`config.mk`:
```
export PLATFORM = sky130hd
export DESIGN_NAME = operand_fetch
export DESIGN_NICKNAME = d
export VERILOG_FILES = /design/src/rtl/operand_fetch_pkg.sv /design/src/rtl/opfetch_arb.sv /design/src/rtl/operand_fetch.sv
export SDC_FILE = /design/constraint.sdc
export NUM_CORES = 1
export LEC_CHECK = 0
export CORE_ASPECT_RATIO = 2
export CORE_MARGIN = 1
export CORE_UTILIZATION = 41
export DETAILED_ROUTE_END_ITERATION = 10
export GPL_TIMING_DRIVEN = 0
export PLACE_DENSITY = 0.78
export SYNTH_ARGS = -nofsm -noshare
export SYNTH_HDL_FRONTEND = slang
export SYNTH_HIERARCHICAL = 1
export SYNTH_SLANG_ARGS = --single-unit
```
`constraint.sdc`:
```
create_clock -name CLK -period 2.3 [get_ports CLK]
set_input_delay 0.69 -clock CLK [delete_from_list [all_inputs] [get_ports CLK]]
set_output_delay 0.69 -clock CLK [all_outputs]
set_load 0.03 [all_outputs]
```
`src/rtl/operand_fetch_pkg.sv`:
```
// Shared word size, register-select encodings and sequencer states for operand_fetch.
package operand_fetch_pkg;

  localparam int WORD_SIZE = 19;

  localparam logic [1:0] REG_SEL_A    = 2'b00;
  localparam logic [1:0] REG_SEL_B    = 2'b01;
  localparam logic [1:0] REG_SEL_C    = 2'b10;
  localparam logic [1:0] REG_SEL_NONE = 2'b11;

  typedef enum logic [2:0] {
    IDLE,
    RD1,
    RD2,
    WAIT,
    OUT
  } opfetch_state_t;

  function automatic logic sel_is_reg(input logic [1:0] sel);
    return sel != REG_SEL_NONE;
  endfunction

endpackage

```
`src/rtl/opfetch_arb.sv`:
```
// Register-file port mux: an active writeback overrides the sequencer's read select
// and raises stall while a read phase is in progress.
module opfetch_arb
  import operand_fetch_pkg::*;
#(
  parameter int W = WORD_SIZE
) (
  input  logic         wb_valid_i,
  input  logic [1:0]   wb_sel_i,
  input  logic [W-1:0] wb_data_i,
  input  logic         rd_phase_i,
  input  logic [1:0]   rd_sel_i,
  output logic         rf_load_o,
  output logic [1:0]   rf_sel_o,
  output logic [W-1:0] rf_wdata_o,
  output logic         stall_o
);

  logic wbActive;

  assign wbActive = wb_valid_i && sel_is_reg(wb_sel_i);
  assign stall_o  = wbActive && rd_phase_i;

  always_comb begin
    rf_load_o  = 1'b0;
    rf_sel_o   = rd_sel_i;
    rf_wdata_o = '0;
    if (wbActive) begin
      rf_load_o  = 1'b1;
      rf_sel_o   = wb_sel_i;
      rf_wdata_o = wb_data_i;
    end
  end

endmodule

```
`src/rtl/operand_fetch.sv`:
```
// Operand-fetch stage: reads two sources through the register file's registered port.
// Optional feature macro OPFETCH_DUP_SKIP_EN: identical sources are read only once.
module operand_fetch
  import operand_fetch_pkg::*;
#(
  parameter int W     = WORD_SIZE,
  parameter int OPC_W = 5
) (
  input  logic             CLK,
  input  logic             RST_N,
  input  logic             req_valid,
  output logic             req_ready,
  input  logic [OPC_W-1:0] req_opc,
  input  logic [1:0]       req_src1,
  input  logic [1:0]       req_src2,
  input  logic [1:0]       req_dst,
  output logic             rf_load,
  output logic [1:0]       rf_sel,
  output logic [W-1:0]     rf_wdata,
  input  logic [W-1:0]     rf_rdata,
  input  logic             wb_valid,
  input  logic [1:0]       wb_sel,
  input  logic [W-1:0]     wb_data,
  output logic             op_valid,
  input  logic             op_ready,
  output logic [W-1:0]     op_a,
  output logic [W-1:0]     op_b,
  output logic [1:0]       op_dst,
  output logic [OPC_W-1:0] op_opc
);

  opfetch_state_t   state_q, state_d;
  logic [OPC_W-1:0] opc_q, opc_d;
  logic [1:0]       src1_q, src1_d;
  logic [1:0]       src2_q, src2_d;
  logic [1:0]       dst_q, dst_d;
  logic [W-1:0]     op_a_q, op_a_d;
  logic [W-1:0]     op_b_q, op_b_d;

  logic             stall;
  logic             rdPhase;
  logic [1:0]       rdSel;
  logic             dupSkip;
  logic [W-1:0]     capA;
  logic [W-1:0]     capB;

`ifdef OPFETCH_DUP_SKIP_EN
  assign dupSkip = (src1_q == src2_q) && sel_is_reg(src1_q);
`else
  assign dupSkip = 1'b0;
`endif

  assign rdPhase = (state_q == RD1) || (state_q == RD2);
  assign rdSel   = (state_q == RD1) ? src1_q :
                   (state_q == RD2) ? src2_q : REG_SEL_NONE;

  // A NONE source never reaches the register file, so its operand is forced to zero
  assign capA = sel_is_reg(src1_q) ? rf_rdata : '0;
  assign capB = sel_is_reg(src2_q) ? rf_rdata : '0;

  opfetch_arb #(.W(W)) u_arb (
    .wb_valid_i (wb_valid),
    .wb_sel_i   (wb_sel),
    .wb_data_i  (wb_data),
    .rd_phase_i (rdPhase),
    .rd_sel_i   (rdSel),
    .rf_load_o  (rf_load),
    .rf_sel_o   (rf_sel),
    .rf_wdata_o (rf_wdata),
    .stall_o    (stall)
  );

  always_comb begin
    state_d = state_q;
    opc_d   = opc_q;
    src1_d  = src1_q;
    src2_d  = src2_q;
    dst_d   = dst_q;
    op_a_d  = op_a_q;
    op_b_d  = op_b_q;
    case (state_q)
      IDLE: begin
        if (req_valid) begin
          opc_d   = req_opc;
          src1_d  = req_src1;
          src2_d  = req_src2;
          dst_d   = req_dst;
          state_d = RD1;
        end
      end
      RD1: begin
        if (!stall) state_d = dupSkip ? WAIT : RD2;
      end
      // A stalled RD2 relies on the register file holding data_out across the write
      RD2: begin
        if (!stall) begin
          op_a_d  = capA;
          state_d = WAIT;
        end
      end
      WAIT: begin
        op_b_d = capB;
        if (dupSkip) op_a_d = capB;
        state_d = OUT;
      end
      OUT: begin
        if (op_ready) state_d = IDLE;
      end
      default: state_d = IDLE;
    endcase
  end

  always_ff @(posedge CLK or negedge RST_N) begin
    if (!RST_N) begin
      state_q <= IDLE;
      opc_q   <= '0;
      src1_q  <= REG_SEL_NONE;
      src2_q  <= REG_SEL_NONE;
      dst_q   <= REG_SEL_NONE;
      op_a_q  <= '0;
      op_b_q  <= '0;
    end else begin
      state_q <= state_d;
      opc_q   <= opc_d;
      src1_q  <= src1_d;
      src2_q  <= src2_d;
      dst_q   <= dst_d;
      op_a_q  <= op_a_d;
      op_b_q  <= op_b_d;
    end
  end

  assign req_ready = (state_q == IDLE);
  assign op_valid  = (state_q == OUT);
  assign op_a      = op_a_q;
  assign op_b      = op_b_q;
  assign op_dst    = dst_q;
  assign op_opc    = opc_q;

endmodule

```
==> results.py <==
metrics = {
    "status": {
        "status": "completed",
    },
    "clock_tree": {
        "cts_made_buffers": 5,
        "cts_tree": "yes",
        "cts_sinks": 52,
        "clk_latency_ns": 0.29,
        "cts-htree-levels": 2,
        "clkTransAtPathRegs_ns": 0.06,
        "cts_root_buf": "clkbuf_16",
        "hold_buffers": 0,
        "clk_path_buf_depth": 2,
    },
    "critical_path": {
        "worstPathMaxFanout": 2,
        "cp-end-kind": "output port",
        "crit_arrival_ns": 1.52,
        "cp_slowest_stage_delay_ns": 0.69,
        "slowest_stage": "clkdlybuf4s50_1",
        "crit_buf_inv": 1,
        "path_class": "register to output port",
        "required_ns": 1.61,
        "cp-endpoint": "op_dst[0]",
        "reg2reg_slack_ns": 0.40,
        "start_kind": "register",
        "cp-startpoint": "op_dst[0]$_DFFE_PN1P_",
        "r2r-start": "state_q[0]$_DFFE_PN0P_",
        "cp_top_family": "buffers and inverters",
        "path_cells": "clkdlybuf4s50_1",
        "ff2ff_path_depth": 8,
        "crit_cells": 1,
        "timing.rr.end": "op_a[4]$_DFFE_PN0P_",
    },
    "power_and_ir_drop": {
        "switchingPower_w": 0.00242,
        "seqPwrFrac_pct": 28.8,
        "leakage_nw": 1.83,
        "clkPwrFrac_pct": 13.6,
        "p_per_area_nw_per_um2": 1420,
        "p_int_w": 0.00366,
        "combPwrFrac_pct": 57.6,
        "p_sw_share_pct": 39.8,
        "vdd_ir_drop_max_mv": 0.994,
    },
    "sta": {
        "setup_viol": 0,
        "slew_violations": 0,
        "tightest_slew_ns": 0.435,
        "worst_hold_slack_ns": 0.286,
        "maxSlewHeadroom_pct": 71.0,
        "max_freq_mhz": 453,
        "rsz0062_at_grt": "no",
        "fin_tns_setup_ns": 0,
        "hold_violations": 0,
        "min_period_over_period_pct": 96.0,
        "post-route-min-period_ns": 2.21,
        "worst_clock_skew_ns": 0.00289,
    },
    "routing": {
        "firstDrtPassIters": 4,
        "drt-total-wl_um": 7090,
        "routedWlPerCell_um": 16.6,
        "wl_met1_um": 2470,
        "ant_nets": 0,
        "drt-initial-drc-count": 26,
        "dr_total_vias": 2121,
        "wl_met2_um": 4010,
        "wl_met3_um": 430,
        "drc": 0,
        "top_layer": "met4",
        "via_per_inst": 4.96,
    },
    "finish": {
        "fin_util_pct": 67.6,
        "fin_nets": 397,
        "drive_gt1_share_pct": 36.0,
        "stdcell_area_um2": 4270,
        "final_cells": 428,
        "n_antenna_cell": 0,
        "area_growth_pct": 60.1,
    },
    "synthesis": {
        "syn_area_um2": 2670,
        "synth_cell_types": 26,
        "syn_area_per_cell_um2": 13.1,
        "ys_seq_area_share_pct": 49.1,
        "ys_warn_count": 6,
        "synth_cells": 204,
        "ys_ff_latch": 52,
        "syn-num-nets": 260,
    },
    "floorplanning": {
        "rows": 41,
        "die_y_um": 116,
        "start_util_pct": 42.2,
        "die_w_um": 59.0,
        "ios": 125,
        "core_area_um2": 6310,
        "die_area_um2": 6850,
    },
    "global_routing": {
        "grt_pass1_wl_um": 10500,
        "grt_overflow_total": 0,
        "grt_util_all_layers_pct": 21.4,
        "grt_pass1_vias": 2107,
        "antenna_found_initial": 0,
        "grt_max_degree": 41,
    },
    "placement": {
        "numPortBuffers": 124,
        "placed_cells": 415,
        "dpl.hpwl_um": 5220,
        "place_congestion": 0.845,
        "place_area_um2": 4030,
    },
    "worst_hold_path": {
        "hold_class": "input pin to asynchronous set/reset pin",
    },
    "run": {
        "max_cap_violations": 0,
    },
}
cell type report:
class,instances,area (um2)
clock buffers,6,129
multi-input cells,132,1240
clock inverters,2,35.0
well taps,86,108
repair buffers,135,1330
plain buffers,13,114
inverters,2,7.51
fillers,483,2040
flip-flops and latches,52,1310
logic make-up after synthesis:
family	after synthesis	share of synthesized area (%)
AOI/OAI and AO/OA	47	13.4
muxes	49	22.1
and+or+nand+nor	36	10.2
DFF	52	49.1
buffers and inverters	20	5.16
Yosys cell counts:
| master | n | area, um2 |
|---|---|---|
| and2_1 | 20 | 125 |
| a21oi_1 | 3 | 15.0 |
| buf_2 | 1 | 5.00 |
| a21boi_0 | 38 | 285 |
| clkbuf_1 | 8 | 30.0 |
| nor3_1 | 2 | 10.0 |
| nand2b_1 | 2 | 12.5 |
| o21bai_1 | 2 | 15.0 |
| or3b_2 | 1 | 8.76 |
| nor3b_1 | 5 | 37.5 |
| and3b_2 | 1 | 10.0 |
| nor2b_1 | 2 | 12.5 |
| inv_1 | 2 | 7.51 |
| mux2_4 | 10 | 150 |
| nor4b_4 | 2 | 47.6 |
| a21boi_4 | 1 | 18.8 |
| or2b_1 | 1 | 7.51 |
| dfrtp_1 | 46 | 1150 |
| buf_12 | 1 | 20.0 |
| a2111oi_0 | 1 | 8.76 |
| dfstp_2 | 6 | 158 |
| buf_4 | 4 | 30.0 |
| o21a_1 | 1 | 7.51 |
| buf_6 | 4 | 45.0 |
| mux2_2 | 39 | 439 |
| a21o_1 | 1 | 7.51 |
per-stage QoR:
step	total power [W]	worst slack (ns)
2_1_floorplan	0.00386	0.151
3_3_place_gp	0.00512	-1.04
3_5_place_dp	0.00519	-0.831
6_report	0.00608	0.0925
5_1_grt	0.00637	0.0118
4_1_cts	0.00603	0.00439
power groups by stage:
stage          registers (W)  logic, W  clock network, W
4_1_cts              0.00179   0.00339          0.000851
2_1_floorplan        0.00243   0.00143                 0
6_report             0.00175   0.00350          0.000826
3_3_place_gp         0.00168   0.00344                 0
5_1_grt              0.00181   0.00368          0.000882
3_5_place_dp         0.00170   0.00348                 0
what timing repair did:
action                                  4_1_cts  5_1_grt
pin swaps                                     1        4
cloned                                        2        0
setup buffers                                 1        7
endpoints found under the setup margin       34       22
gates resized for setup                     166        9
metal layers:
layer | vias up | global-route usage, %
met5 | - | 0
met4 | 0 | 10.0
met3 | 11 | 4.80
met2 | 91 | 40.9
met1 | 1034 | 20.5
li1 | 985 | -
worst min path at each step:
stage                             start             endpoint  slack [ns]  cells past startpoint
detailed placement  op_b[5]$_DFFE_PN0P_  op_b[5]$_DFFE_PN0P_        0.50                      1
CTS                               RST_N  op_b[2]$_DFFE_PN0P_        0.29                      1
global placement    op_b[2]$_DFFE_PN0P_  op_b[2]$_DFFE_PN0P_        0.49                      1
global route                      RST_N  op_b[0]$_DFFE_PN0P_        0.31                      1
finish                            RST_N  op_a[1]$_DFFE_PN0P_        0.29                      1
floorplan                         RST_N  op_a[0]$_DFFE_PN0P_        0.39                      0
layout by cell type (no fill, tap or decap), types with 2 or more instances in the layout:
cell type	instances
a21boi_0	38
a21oi_1	2
and2_1	14
and2_4	6
buf_12	2
buf_2	6
buf_4	13
buf_6	24
clkbuf_1	5
clkbuf_16	5
clkdlybuf4s50_1	96
dfrtp_1	44
dfrtp_2	2
dfstp_2	6
inv_1	2
mux2_2	39
mux2_4	10
nand2b_1	2
nor2b_1	2
nor3_1	2
nor3b_1	5
nor4b_4	2
o21bai_1	2
registers in the layout (all words and copies together), names as in the netlist:
signal	flops
op_a	19
op_b	19
op_dst	2
op_opc	5
src1_q	2
src2_q	2
state_q	3
No activity file was read; power rests on OpenSTA's default activity.
